<file path="src/rtl/shift_arbiter.sv">
// shift_arbiter: eight-way round-robin arbiter in front of one shared right shifter.
// Optional macro SHIFT_ARBITER_SHAMT_MASK_EN limits the shift amount to its low log2(WIDTH) bits.
module shift_arbiter #(
    parameter int WIDTH = 32
) (
    input  logic               clk,
    input  logic               reset,
    input  logic [7:0]         req_valid,
    output logic [7:0]         req_ready,
    input  logic [8*WIDTH-1:0] req_data,
    input  logic [8*WIDTH-1:0] req_shamt,
    input  logic [7:0]         req_arith,
    output logic [7:0]         grant,
    output logic               resp_valid,
    input  logic               resp_ready,
    output logic [WIDTH-1:0]   resp_data,
    output logic [2:0]         resp_id,
    output logic               busy
);
    localparam int LG = $clog2(WIDTH);
`ifdef SHIFT_ARBITER_SHAMT_MASK_EN
    localparam bit CLAMP = 1'b0;
`else
    localparam bit CLAMP = 1'b1;
`endif

    typedef enum logic [1:0] {IDLE, EXEC, RESP} state_t;
    typedef struct packed {
        logic [WIDTH-1:0] data;
        logic [WIDTH-1:0] shamt;
        logic             arith;
    } op_t;

    state_t          state, state_nxt;
    op_t [7:0]       lane_op;
    op_t             op;
    logic [2:0]      ptr, win_id, op_id;
    logic            win_vld, accept;
    logic [LG-1:0]   sh;
    logic            over, sign;
    logic [WIDTH-1:0] shifted, fill, result;

    for (genvar i = 0; i < 8; i++) begin : g_lane
        assign lane_op[i] = {req_data[i*WIDTH +: WIDTH], req_shamt[i*WIDTH +: WIDTH], req_arith[i]};
    end

    // Scan from the farthest offset down so the nearest valid requester to ptr wins.
    always_comb begin
        win_vld = 1'b0;
        win_id  = ptr;
        for (int k = 7; k >= 0; k--) begin
            if (req_valid[ptr + 3'(k)]) begin
                win_vld = 1'b1;
                win_id  = ptr + 3'(k);
            end
        end
    end

    assign accept    = (state == IDLE) && win_vld && !reset;
    assign req_ready = accept ? (8'b1 << win_id) : 8'b0;

    always_comb begin
        state_nxt  = state;
        resp_valid = 1'b0;
        busy       = 1'b0;
        case (state)
            IDLE: if (win_vld) state_nxt = EXEC;
            EXEC: begin
                busy      = 1'b1;
                state_nxt = RESP;
            end
            RESP: begin
                busy       = 1'b1;
                resp_valid = 1'b1;
                if (resp_ready) state_nxt = IDLE;
            end
            default: state_nxt = IDLE;
        endcase
    end

    // Arithmetic fill ORs in the bits vacated by the shift when the operand MSB is set.
    always_comb begin
        sh      = op.shamt[LG-1:0];
        over    = CLAMP & (|op.shamt[WIDTH-1:LG]);
        sign    = op.arith & op.data[WIDTH-1];
        shifted = op.data >> sh;
        fill    = ~({WIDTH{1'b1}} >> sh);
        result  = sign ? (shifted | fill) : shifted;
        if (over) result = {WIDTH{sign}};
    end

    always_ff @(posedge clk) begin
        if (reset) state <= IDLE;
        else       state <= state_nxt;
    end

    always_ff @(posedge clk) begin
        if (reset) begin
            ptr       <= '0;
            grant     <= '0;
            op        <= '0;
            op_id     <= '0;
            resp_data <= '0;
            resp_id   <= '0;
        end else begin
            if (accept) begin
                op    <= lane_op[win_id];
                op_id <= win_id;
                grant <= req_ready;
                ptr   <= win_id + 3'd1;
            end
            if (state == EXEC) begin
                resp_data <= result;
                resp_id   <= op_id;
            end
            if (state == RESP && resp_ready) grant <= '0;
        end
    end

endmodule

</file>
<file path="config.mk">
export PLATFORM = sky130hd
export DESIGN_NAME = shift_arbiter
export DESIGN_NICKNAME = d
export VERILOG_FILES = /design/src/rtl/shift_arbiter.sv
export SDC_FILE = /design/constraint.sdc
export NUM_CORES = 1
export LEC_CHECK = 0
export BUFFER_PORTS_ARGS = -buffer_cell sky130_fd_sc_hd__buf_2
export CELL_PAD_IN_SITES_DETAIL_PLACEMENT = 1
export CELL_PAD_IN_SITES_GLOBAL_PLACEMENT = 1
export CORE_ASPECT_RATIO = 1.4
export CORE_MARGIN = 10
export CORE_UTILIZATION = 26
export CTS_CLUSTER_SIZE = 28
export DETAILED_ROUTE_END_ITERATION = 7
export GPL_ROUTABILITY_DRIVEN = 0
export PLACE_DENSITY_LB_ADDON = 0.12
export SYNTH_ARGS = -nofsm -noshare
export SYNTH_HDL_FRONTEND = slang
export SYNTH_SLANG_ARGS = --single-unit
</file>
<file path="constraint.sdc">
create_clock -name clk -period 9.1 [get_ports clk]
set_clock_uncertainty 0.05 [all_clocks]
set_input_delay 0.91 -clock clk [delete_from_list [all_inputs] [get_ports clk]]
set_output_delay 0.91 -clock clk [all_outputs]
set_load 0.005 [all_outputs]
</file>
# Yosys cells after proc, flatten, opt, wreduce, memory -nomap -nowiden
# Cells that the tools add are included.
[totals]
ff_bits = 116
inputBits = 531
out_inout_bits = 53
word_cells = 87
[classes]
addsub = 8
n_lt_le_gt_ge = 9
n_eq_ne = 4
shifts = 3
mux = 42
bitwise = 3
reduce_logical = 9
[op_table]
columns = ["op", "count"]
rows = [
  ["65-bit binary-select mux with 3-bit select", 1],
  ["65-bit two-way mux", 1],
  ["32-bit two-way mux", 2],
  ["3-bit by 4-bit < comparator with 1-bit output, second input constant", 9],
  ["32-bit NOT", 1],
  ["32-bit OR", 1],
  ["32-bit by 5-bit right shift with 32-bit output", 1],
  ["32-bit by 5-bit right shift with 32-bit output, first input constant", 1],
  ["27-bit OR reduction", 1],
  ["1-bit binary-select mux with 3-bit select", 8],
  ["3-bit two-way mux", 8],
  ["1-bit two-way mux", 18],
  ["3-bit adder, second input constant", 4],
  ["8-bit two-way mux", 1],
  ["1-bit by 3-bit << shifter with 8-bit output, first input constant", 1],
  ["3-bit by 1-bit adder with 3-bit output, second input constant", 2],
  ["3-bit by 2-bit adder with 3-bit output, second input constant", 2],
  ["2-bit case mux with 3 select lines", 1],
  ["2-bit two-way mux", 2],
  ["2-bit != test, second input constant", 2],
  ["2-bit OR reduction", 2],
  ["1-bit logical AND", 3],
  ["2-bit by 1-bit == test with 1-bit output, second input constant", 1],
  ["2-bit == test, second input constant", 1],
  ["other kinds (4)", 4],
]

# Logic depth before layout (Yosys ltp)
# Gate-level depths: netlist (run 1).
[logic_depth]
ltp_word = 14
depth_mapped = 20
ltp_nobuf = 12

# Worst setup path before layout (run 1)
# No wires, ideal clock.
[synth_timing]
path_type = "flip-flop to output port"
startpoint = "register ptr[1]"
endpoint = "output req_ready[7]"
arrival_ps = 3898
required_time_ps = 8140
setup_slack_ps = 4242
path_stages_with_launch = 19
path_buffers = 6
path_cell_list = "dfxtp_1 buf_2 buf_2 buf_2 inv_1 ha_1 buf_2 mux2_2 mux4_2 or2_4 nor2_1 or4b_1 and2_1 buf_2 buf_6 nor2_1 ha_1 nand2_1 inv_1"
[synth_via]
elab_chain_len = 14
word_cells_on_any_way = 43
cone_classes = "7 x add/sub; 1 x shift; 33 x mux; 2 x reduce/logical"
[synth_lines]
columns = ["item", "line", "rtl"]
rows = [
  ["start, declared", "37", "logic [2:0] ptr, win_id, op_id;"],
  ["start signal, assigned", "110", "ptr <= win_id + 3'd1;"],
  ["3-bit adder", "52, 54", ""],
  ["1-bit binary-select mux with 3-bit select", "52", "if (req_valid[ptr + 3'(k)]) begin"],
  ["1-bit two-way mux (implied by the code)", "52", ""],
  ["1-bit two-way mux (8 in series)", "52", ""],
  ["1-bit logical AND (2 in series)", "59", "assign accept = (state == IDLE) && win_vld && !reset;"],
  ["8-bit two-way mux (*)", "60", "assign req_ready = accept ? (8'b1 << win_id) : 8'b0;"],
  ["end, declared", "9", "output logic [7:0] req_ready,"],
]
# Mark *: on every way between the ends. The rest lies on a longest branch, timed or not. The select of a mux whose other input is x is not followed.

# Worst setup path in the final report (run 1)
[layout_timing]
startpoint = "register ptr[0]"
endpoint = "output req_ready[0]"
# The elaborated chain is that of the path after synthesis.

==> results.txt, run 1 <==
- After synthesis the cells add up to ~11000 um2.
- Die outline height: about 270 um
- Unrepaired setup endpoints after global routing: false
- Required time of the critical path: ~8 ns
- CTS buffer count: 17
* DR vias/cell: around 5.5
- For this design, the sink count on the clock tree is 116.
- Ys async rst share: 0%
* Crit path DAT: approximately 6.1 ns
* Number of violations reported at the end of detailed-routing iteration 0: approximately 940
- Adding up every negative setup slack in the final design gives 0 ns.
* Number of cells on the worst hold path: 2
- Filler Cell Count: 5614
* Clock latency reported for the late side of the worst-skew pair: ~0.44 ns
- Cells on worst reg2reg path: 12
* Fraction of final layout cells with drive strength greater than 1: approximately 33%
* Capturing element type of the critical path: output port
- Detailed-route wire length per cell: 26.18 um
- Leading cell type in the layout, fill and taps excluded: buf_2
- Worst supply voltage drop on vdd: approximately 380 uV
- Pin placement for this block handled 584 I/O pins.
- The area growth from synthesis to layout is 32.80%.
- Post-synthesis share of cell area spent on full adders, half adders and majority gates: less than 1%
* Placement-stage cell area: about 14000 um2
- The floorplan step defined a die boundary enclosing between 50000 and 60000 um2.
- At the placement stage, the worst setup path has a slack of 2.476 ns.
- For this run, the detailed router's first-pass iteration total came to 5.
- Number of buffers added on ports: a little under 600
- The synthesized netlist devotes a little over a quarter of its cell area to simple gates.
- After layout, the worst path uses roughly 80% of the clock period.
- Rel. slew slack: 18.02%
- For this run, the register share of the synthesized area comes to between 20% and 30%.
* Count of standard-cell rows: 90
* Number of levels the H-tree was split into: 4
- The smallest clock period supported by the final layout is computed as roughly 7.1 ns.
- The final route contains approximately 15000 vias.
- Status: completed
- Measured against the total synthesized area, the mux share comes to between 10 and 15%.
- Clock-pin slew of the registers on the worst-case setup and hold paths: roughly 0.060 ns
* GRT overflow: 0
* Post-detailed-routing wire length: around 72000 um
- Clock root cell: clkbuf_16
- The number of gates resized after CTS was 0.
- Post-route design area: 15020 um2
* Most instantiated flip-flop cell in the synthesis netlist: dfxtp_1
* Syn nets: roughly 2200
* Slew of the pin with the lowest slew margin: approximately 1.2 ns
- Worst-case hold slack: between 0.4 and 0.5 ns
- The final layout contains between 2000 and 3000 nets.
* Count of nets left with antenna violations after detail routing: 0
* Critical path class: flip-flop to output port
* Gate count after technology mapping: between 1500 and 2000
- For this design, the CTS-stage hold fixing added 0 buffers.
- Dividing total power by cell area gives a power density of about 400 nW/um2.
* Combined global-route utilization of all metal layers: 25.80%
- Counting flops with a built-in enable in the synthesized netlist gives 0.
* Post-detail-place hpwl: around 58000 um
- Of all nets on the critical path, the largest fanout is 62.
* Highest-count cells in the layout ignoring fill and taps: 583 x buf_2, 463 x nand2_1, 235 x a21oi_1
- Post-CTS Setup Bufs: 0
- Maximum number of pins on one net before global-route repair: between 150 and 200
- Setup slack closes at approximately 2 ns.
- The worst setup path is launched from a flip-flop.
- Maximum Capacitance Violations: 0
- For this configuration, the core starts out at a cell density of around a quarter.
* Fmax: approximately 0.14 GHz
* Number of endpoints with negative hold slack in the final report: 0
* Count of yosys warnings during synthesis: 0
- After synthesis, the mean cell area works out to between 6 and 7 um2.
* Maximum buffer depth of the clock tree: 2
- By area, the combinational part of the netlist is dominated by compound AO/OA/AOI/OAI gates.
- The initial antenna violation count was 29.
* Die X: ~200 um
- Core Region: between 40000 and 50000 um2
- The synthesized netlist devotes about 30% of its cell area to compound gates.
- Setup violations remaining at the end of the flow were counted as 0.
* First-pass GRT wire length: roughly 100000 um
- In this run, distinct cell masters in the synthesized netlist total 76.
* Number of global-route vias before repair: about 16000
- TritonCTS clock tree: built
- The max-slew violation total from the final report is 0.
- # DRC: 0
- In this run, synthesis produced a sequential element count of 116.
* Pleak: around 6.7 nW
- The synthesized netlist devotes less than 1% of its cell area to XOR and XNOR gates.
* Class of the worst hold path: flip-flop to flip-flop
[layout make-up]
type | count | area, um2 | share of cell area [%]
tap | 552 | 690.7 | 4.597
sequential | 116 | 2323 | 15.46
clock buffer | 19 | 452.9 | 3.015
antenna | 12 | 30.03 | 0.1999
clock inverter | 13 | 171.4 | 1.141
timing repair buffer | 603 | 3080 | 20.50
inverter | 17 | 63.81 | 0.4247
multi-input combinational | 1399 | 8212 | 54.66
[state kept, by name, indices dropped and copies added (netlist names)]
| name | flops |
|---|---|
| op | 65 |
| resp_data | 32 |
| grant | 8 |
| op_id | 3 |
| ptr | 3 |
| resp_id | 3 |
| state | 2 |
[synthesized netlist by cell type, types with 12 or more instances]
cell      instances  area [um2]
nand3_1          60       300.3
dfxtp_1         116        2322
and3_1           13       81.33
mux2_2           23       259.0
inv_1            14       52.55
a211oi_1         26       195.2
nand2b_1         13       81.33
buf_2            32       160.2
nor3_1           21       105.1
a31oi_1          12       75.07
o21ai_0          82       410.4
a21oi_1         235        1176
nor2_1          117       439.2
mux2i_1          62       620.6
clkbuf_1        100       375.4
o211ai_1         53       397.9
nand2_1         464        1742
mux4_2           30       675.7
[path summary, 6_finish.rpt]
check                                            from                    end  slack [ns]
worst min register to register  grant[3]$_SDFFE_PP0P_  grant[3]$_SDFFE_PP0P_        0.41
worst max-delay path              ptr[0]$_SDFFE_PP0P_           req_ready[0]        2.00
worst min-delay path            grant[3]$_SDFFE_PP0P_  grant[3]$_SDFFE_PP0P_        0.41
worst max register to register    ptr[0]$_SDFFE_PP0P_     op[3]$_SDFFE_PP0P_        2.47
[per-stage QoR]
stage | cells | power [mW] | utilization [%]
after floorplan | 1692 | 4.146 | -
after global placement | 2687 | 5.340 | 33.41
after detailed placement | 2687 | 5.406 | 33.41
after CTS | 2719 | 6.155 | 34.86
after global routing | 2728 | 6.656 | 34.91
final | 2731 | 6.129 | 34.93
[metal layers]
layer,share of wire [%],global-route usage (%)
met5,0.21,0
met4,2.1,7.610
met3,6.4,6.001
met2,50,44.68
met1,42,30.86
[worst max-delay path, stage by stage (launching register included)]
cell and delay [ns]:
dfxtp_1 0.98, inv_1 0.39, ha_1 0.81, mux2_2 0.41
mux4_2 0.52, or2_4 0.28, o31ai_4 0.17, buf_4 0.60
nor2_1 0.33, nand2_2 0.72, nor3_1 0.14, buf_4 0.20
buf_2 0.13
[cells by family (layout without fill, tap and decap cells)]
group / after synthesis / after routing
other: 0 / 12
xor gates and xnor gates: 6 / 6
muxes: 116 / 116
AOI/OAI and AO/OA: 540 / 540
adders and majority gates: 8 / 8
buffers and inverters: 177 / 652
DFF: 116 / 116
and+or+nand+nor: 729 / 729
[power breakdown]
part	internal, mW	switching, mW
Sequential	0.647	0.168
Clock	0.448	0.271
Combinational	1.52	3.07
Total	2.62	3.51
No activity file was read; power rests on OpenSTA's default activity.
==> inputs of run 2 (changes only) <==
Settings changed: ABC_AREA set to 1.
Clock period 9.1 ns to 5.78 ns, I/O delays scaled along.
==> results.txt, run 2 <==
- Status: completed
- Switching share of power: 63.12% (+5.8 points)
- Cell family contributing the most delay on the critical path: simple AND/OR/NAND/NOR gates
* Number of endpoints with negative hold slack in the final report: 0 (unchanged)
* Gate count after technology mapping: 2496 (+48%)
- nand2_1 is the most common cell in the netlist.
* Part of the total power dissipated in sequential elements: 10.7% (-2.6 points)
- The via density per instance came to 4.859 (-11%).
* Register bit total from synthesis: 116 (unchanged)
* Min cycle time layout: roughly 4.7 ns
- Post-synth EDFFs: 0 (unchanged)
- The remaining global-route overflow is 0 (unchanged).
- The post-detailed-routing wire length is 72870 um (+1.9%).
- Post-CTS Setup Bufs: 0 (unchanged)
* First-pass GRT wire length: 108700 um (+5.4%)
- Worst supply voltage drop on vdd: 1004 uV (+160%)
- Top post-synthesis cells by area: nand2_1 45%, dfxtp_1 18%, nand3_1 10%
* Initial antenna violation count: 36 (+24%)
* Vias after detailed routing: 17540 (+17%)
- The clock-pin slew reported for the worst setup and hold paths after clock tree synthesis was 0.06 ns (about the same).
* Die X: 205.7 um (+4.8%)
- Count of nets left with antenna violations after detail routing: 0 (unchanged)
- CP Max Fanout: 45 (-27%)
- The internal power is 4.850 mW (+85%).
* Placement-stage cell area: 15530 um2 (+8.1%)
- The max-slew violation total from the final report is 0 (unchanged).
- Worst-case hold slack: 0.4094 ns (-0.003165 ns)
- Count of yosys warnings during synthesis: 0 (unchanged)
* Max stage delay cell, worst path: dfxtp_1
* Syn avg cell area: 5.029 um2 (-25%)
* Unrepaired setup endpoints after global routing: false
- The sum of internal, switching and leakage power is 13.15 mW (+110%).
- The number of rows in the core area was 95 (+5.6%).
* Critical path class: flip-flop to output port
- The overall die area came to 57600 um2 (+10%).
* Setup Slack @ Placement: 1.576 ns (-0.9000 ns)
* Beginning of the worst register-to-register path: ptr[0]$_SDFFE_PP0P_
* Slew of the pin with the lowest slew margin: 0.8825 ns (-0.3473 ns)
* Post-placement cell count: 3560 (+32%)
- Relative area change from synthesis to final layout: 29.01%
- In this run the worst setup path begins at ptr[0]$_SDFFE_PP0P_.
- PwrDens: 812.1 nW/um2 (+99%)
- Post-route clock period utilization: between 80% and 90%
- Number of levels the H-tree was split into: 4 (unchanged)
* CTS buffer count: 17 (unchanged)
- The latest clock arrival within the worst-skew pair was 0.44 ns (about the same).
- The area of the core region came to 47900 um2 (+11%).
- The critical path's largest stage delay came to 0.61 ns (-0.37 ns).
- Rel. slew slack: 41.17% (+23 points)
- The post-synthesis net count came to 3035 (+36%).
- Nature of the critical path startpoint: flip-flop
- The non-filler instance count after layout is 3609 (+32%).
- Area share of the leading cell type in the synthesized netlist: 45.33% (+25 points)
* Buffering stage count on the worst path with inverters included: 4 (unchanged)
* # DRC: 0 (unchanged)
- The tightest min-delay check is of the primary input to flip-flop type.
- Sequential-to-total area share from yosys stat: 18.50% (-2.0 points)
- Detailed-route wire length per cell: 20.19 um (-23%)
* Most flop-heavy register: op
- Most prevalent standard cell on the critical path: nand2_1
- Layout net count: 3488 (+30%)
- Walking the worst path, the cells encountered are inv_2 -> ha_1 -> inv_1 -> nand3_1 -> nand3_1 -> nand2_1 -> nor2_1 -> nand2_1 -> nand2_1 -> nand2_1 -> nand3_1 -> nand2_1 -> nand2_1 -> nand2_1 -> nand2_4 -> nor2_2 -> ha_1 -> nand2_1 -> inv_1 -> buf_2.
- Largest registers: op x65, resp_data x32, grant x8
- Top cells by count, synth: 1516 x nand2_1, 254 x nand3_1, 119 x inv_1, 116 x dfxtp_1, 113 x o21ai_0
- Leading cell type in the layout, fill and taps excluded: nand2_1
- Ys async rst share: 0% (unchanged)
- The cell area after technology mapping is 12550 um2 (+11%).
- The worst endpoint required time is 5.15 ns (-2.99 ns).
- TritonCTS clock tree: built
- Final count of negative-setup-slack endpoints: 0 (unchanged)
- Maximum buffer depth of the clock tree: 2 (unchanged)
- Crit path DAT: 4.05 ns (-2.09 ns)
- The detailed placer's ending HPWL was 59040 um (+2.6%).
* Capturing element type of the critical path: output port
- Combined global-route utilization of all metal layers: 24.36% (-1.4 points)
* Logic gate share of total power: 80.7% (+5.7 points)
* Highest-count cells in the layout ignoring fill and taps: 1516 x nand2_1, 583 x buf_2, 254 x nand3_1
- The final setup TNS came to 0 ns (unchanged).
- The initial core utilization was 26.21% (-0.094 points).
* Hold Startpoint: reset
* Number of buffers added on ports: 583 (unchanged)
* Clock network power share: 8.6% (-3.1 points)
- Final worst slack: 1.098 ns (-0.8971 ns)
- Number of resized instances in the post-cts repair step: 0 (unchanged)
- The count of different cell masters after synthesis is 45 (-41%).
* Drt first pass iters: 5 (unchanged)
- The flip-flop count of the largest register, all copies and words added came to 65 (unchanged).
* Number of violations reported at the end of detailed-routing iteration 0: 781 (-17%)
- nand2_1 takes more of the synthesized area than any other cell.
- Hold buffer count at cts: 0 (unchanged)
- Fraction of final layout cells with drive strength greater than 1: 22.21% (-11 points)
- Fmax: 0.2136 GHz
- Post-route design area: 16200 um2 (+7.8%)
- The largest net degree at the start of global routing is 131 (-30%).
- Clock root cell: clkbuf_16
- The total clock sinks is 116 (unchanged).
- The final core area utilization is 33.81% (-1.1 points).
* Maximum Capacitance Violations: 0 (unchanged)
- The net switching power was 8.302 mW (+140%).
- The number of global-route vias before repair is 18530 (+19%).
* Die outline height: 280.0 um (+4.9%)
* Most instantiated flip-flop cell in the synthesis netlist: dfxtp_1
* Pleak: 9.708 nW (+45%)
* I/O pin total: 584 (unchanged)
run 2: cell count changes after synthesis, moves of 25 or more:
| cell | before | now |
|---|---|---|
| o211ai_1 | 53 | 4 |
| buf_2 | 32 | 70 |
| mux2i_1 | 62 | 10 |
| nand3_1 | 60 | 254 |
| nand2_1 | 464 | 1516 |
| clkbuf_1 | 100 | 51 |
| a211oi_1 | 26 | 1 |
| a21oi_1 | 235 | 47 |
| inv_1 | 14 | 119 |
| o21ai_0 | 82 | 113 |
| nor2_1 | 117 | 53 |
| mux4_2 | 30 | 0 |
run 2: cell type report:
class / count / area (um2)
timing repair buffer: 603 / 3131
tap: 630 / 788.3
antenna: 17 / 42.54
clock buffer: 25 / 505.5
fill: 6922 / 31710
multi-input combinational: 2080 / 8790
clock inverter: 7 / 118.9
inverter: 131 / 498.0
sequential: 116 / 2322
run 2: final timing paths:
check	to	cells after the start	slack (ns)
setup / recovery	req_ready[7]	20	1.10
hold / removal	resp_data[28]$_SDFFE_PP0N_	2	0.41
setup reg to reg	op[53]$_SDFFE_PP0P_	23	1.50
hold reg to reg	grant[7]$_SDFFE_PP0P_	2	0.41
run 2: power groups by stage:
stage	sequential [mW]	clock [mW]	combinational [mW]
2_1_floorplan	1.32	0	7.84
3_3_place_gp	1.42	0	10.6
3_5_place_dp	1.42	0	10.7
4_1_cts	1.41	1.17	10.8
5_1_grt	1.45	1.21	12.1
6_report	1.40	1.14	10.6
run 2: worst register-to-register path, delay by kind of cell, from the launching register on:
kind	cells	cell delay [ns]
adders and majority gates	1	0.49
buffers and inverters	4	0.97
DFF	1	0.61
and+or+nand+nor	18	2.10
run 2: kinds of logic (layout without fill, tap and decap cells):
logic type	after synthesis	in the layout	synth area share (%)
AO/OA/AOI/OAI	200	200	8.821
XOR/XNOR	3	3	0.3589
adder cells (fa/ha/maj)	8	8	0.7974
buffers and inverters	300	766	11.69
flip-flops	116	116	18.50
multiplexers	10	10	0.7974
other	0	17	0
AND/OR/NAND/NOR	1859	1859	59.04
run 2: metal layers:
| metal | global-route usage (%) | part of all wire [%] | vias to the layer above |
|---|---|---|---|
| li1 | - | - | 8696 |
| met1 | 26.67 | 39 | 8241 |
| met2 | 45.05 | 53 | 455 |
| met3 | 5.545 | 5.6 | 116 |
| met4 | 7.575 | 2.3 | 28 |
| met5 | 0 | 0.28 | - |
==> inputs of run 3 (changes only) <==
Clock period 5.78 ns to 4.1 ns, I/O delays scaled along.
==> results.txt, run 3 (same netlist as run 2, synthesis figures left out) <==
- Status: completed
- Critical path class: flip-flop to output port
* Effective utilization at floorplan: 26.21% (unchanged)
- Number of sinks on the clock net: 116 (unchanged)
- Number of buffers added on ports: 583 (unchanged)
- The non-filler instance count after layout was 3618 (+0.25%).
- I/O pin total: 584 (unchanged)
* Utilization after layout: 34.18% (+0.37 points)
* Maximum number of pins on one net before global-route repair: 95 (-27%)
- Post-detailed-routing wire length: 74960 um (+2.9%)
* Count of nets left with antenna violations after detail routing: 0 (unchanged)
* Slew of the pin with the lowest slew margin: 0.7911 ns (-0.09134 ns)
* Number of cells on the worst hold path: 2 (unchanged)
* Hold Startpoint: reset
- The worst vdd rail ir drop is 852.4 uV (-15%).
- The sum of internal, switching and leakage power is 19.06 mW (+45%).
- The number of global-route vias before repair came to 18480 (-0.26%).
* Required time of the critical path: 3.64 ns (-1.51 ns)
- Most prevalent standard cell on the critical path: nand2_1
- Post-route clock period utilization: between 90 and 100%
- First-pass GRT wire length: 110900 um (+2.0%)
- Number of levels the H-tree was split into: 4 (unchanged)
- From synthesis to final layout, the design area changed by 30.42%.
- The worst endpoint data arrival time is 3.41 ns (-0.64 ns).
- Buffering stage count on the worst path with inverters included: 4 (unchanged)
* TritonCTS clock tree: built
* Initial antenna violation count: 25 (-31%)
* Clock latency reported for the late side of the worst-skew pair: 0.44 ns (about the same)
* Final worst slack: 0.2293 ns (-0.8687 ns)
- Post-detail-place hpwl: 60980 um (+3.3%)
- The clock-pin slew reported for the worst setup and hold paths after clock tree synthesis is 0.06 ns (about the same).
- Leading cell type in the layout, fill and taps excluded: nand2_1
* Most flop-heavy register: op
- PwrDens: 1164 nW/um2 (+43%)
* Number of endpoints with negative hold slack in the final report: 0 (unchanged)
* Beginning of the worst register-to-register path: ptr[0]$_SDFFE_PP0P_
- The cell leakage power came to 9.800 nW (+0.95%).
* Cell family contributing the most delay on the critical path: simple AND/OR/NAND/NOR gates
* # DRC: 0 (unchanged)
- Clock root cell: clkbuf_16
- The worst hold path terminates at resp_data[28]$_SDFFE_PP0N_.
* Worst-case register-to-register setup slack: 0.60 ns (-0.90 ns)
- Flip-flop count of the largest register after layout: 65 (unchanged)
* Number of slew-limit violations in the final report: 0 (unchanged)
* CP Max Fanout: 21 (-53%)
- Derived from the worst setup path, the maximum achievable clock frequency is 0.2584 GHz.
- The final-report setup violation count came to 0 (unchanged).
* Capturing element type of the critical path: output port
* Post-CTS Setup Bufs: 0 (unchanged)
- The number of nets in the layout is 3503 (+0.43%).
- The via density per instance was 4.886 (+0.55%).
* Maximum buffer depth of the clock tree: 2 (unchanged)
- Critical path, cell by cell: inv_2 -> ha_1 -> inv_1 -> nand3_1 -> nand3_1 -> nand2_1 -> nand2_1 -> nand2_1 -> nand2_1 -> nand2_2 -> nand2_2 -> nand2_2 -> nand2_4 -> nand2_8 -> nor2_1 -> nand2_1 -> inv_1 -> buf_2
- The first-pass iteration count of the detailed router was 5 (unchanged).
* Number of violations reported at the end of detailed-routing iteration 0: 855 (+9.5%)
* Hold buffer count at cts: 0 (unchanged)
* Critical path's largest stage delay: 0.44 ns (-0.17 ns)
* Min cycle time layout: roughly 3.9 ns
* Rel. slew slack: 47.06% (+5.9 points)
- The remaining global-route overflow was 0 (unchanged).
- Post-placement cell count: 3575 (+0.42%)
- Largest registers: op x65, resp_data x32, grant x8
* Combined global-route utilization of all metal layers: 24.90% (+0.54 points)
- Class of the worst hold path: primary input to flip-flop
- The endpoint identified for the worst register-to-register timing path is op[0]$_SDFFE_PP0P_.
* CTS buffer count: 17 (unchanged)
- The max capacitance violation total was 0 (unchanged).
* Cells on worst reg2reg path: 24 (+4.3%)
- Nature of the critical path startpoint: flip-flop
- The wire length per cell came to 20.72 um (+2.6%).
* Die X: 205.7 um (unchanged)
- The layout cell share with drive strength beyond 1 came to 22.64% (+0.43 points).
* Core Region: 47900 um2 (unchanged)
* Highest-count cells in the layout ignoring fill and taps: 1516 x nand2_1, 583 x buf_2, 254 x nand3_1
- The number of rows in the core area was 95 (unchanged).
- Die outline height: 280.0 um (unchanged)
* Launch point of the critical path: ptr[0]$_SDFFE_PP0P_
- The slowest stage of the critical path belongs to the cell ha_1.
* Vias after detailed routing: 17680 (+0.80%)
* Setup Slack @ Placement: 0.6172 ns (-0.9584 ns)
- Number of resized instances in the post-cts repair step: 0 (unchanged)
* Die ar.: 57600 um2 (unchanged)
[run 3: changes by cell type in the layout (fill, tap and decap cells not counted), sizes merged]
cell	change
clkbuf	-5
clkinvlp	+2
clkinv	+3
buf	+15
diode	-6
[run 3: final cells by class]
type                            instances  area, um2
Antenna cell                           11      27.53
Sequential cell                       116       2322
Clock inverter                         12      156.4
Timing Repair Buffer                  618       3343
Tap cell                              630      788.3
Fill cell                            6852      31530
Multi-Input combinational cell       2080       8790
Clock buffer                           20      446.7
Inverter                              131      498.0
[run 3: where the power goes]
part	total (mW)	switching [mW]	leakage [nW]	internal [mW]
logic	15.5	10.9	8.57	4.56
registers	2.00	0.390	0.949	1.61
clock network	1.58	0.610	0.282	0.971
total	19.1	11.9	9.80	7.15
[run 3: metal layers]
metal | global-route usage (%) | vias up | routed length [um]
met4 | 7.423 | 16 | 1907
met3 | 4.713 | 101 | 3623
met2 | 46.63 | 458 | 39670
met1 | 27.48 | 8376 | 29650
li1 | - | 8725 | -
met5 | 0 | - | 103
[run 3: worst reg2reg max path, cell delays in order, from the launching register on]
cell	delay [ns]
dfxtp_1	0.34
inv_2	0.12
ha_1	0.48
inv_1	0.16
nand3_1	0.16
nand3_1	0.11
nand2_1	0.13
nand2_1	0.07
nand2_1	0.06
nand2_1	0.06
nand2_2	0.06
nand2_2	0.08
nand2_2	0.10
nand2_1	0.09
nand2_4	0.33
buf_12	0.27
buf_12	0.20
nand2_1	0.06
nand2_1	0.06
nand2_1	0.05
nand2_1	0.09
nand2_1	0.08
nand3_1	0.09
nand2_1	0.05
inv_1	0.07
[run 3: stage by stage]
step                      hold slack (ns)  cell area (um2)     TNS (ns)
final                              0.2231            16370            0
after global routing               0.2230            16360  -0.00009104
after CTS                          0.2084            16340            0
after detailed placement           0.4045            15740            0
after global placement             0.3982            15740            0
after floorplan                    0.3746            12550            0
[run 3: worst max-delay path by stage]
stage / cells after the start / endpoint
5_1_grt: 19 / req_ready[7]
3_5_place_dp: 24 / op[0]$_SDFFE_PP0P_
6_report: 18 / req_ready[4]
2_1_floorplan: 22 / req_ready[7]
3_3_place_gp: 18 / req_ready[4]
4_1_cts: 18 / req_ready[4]
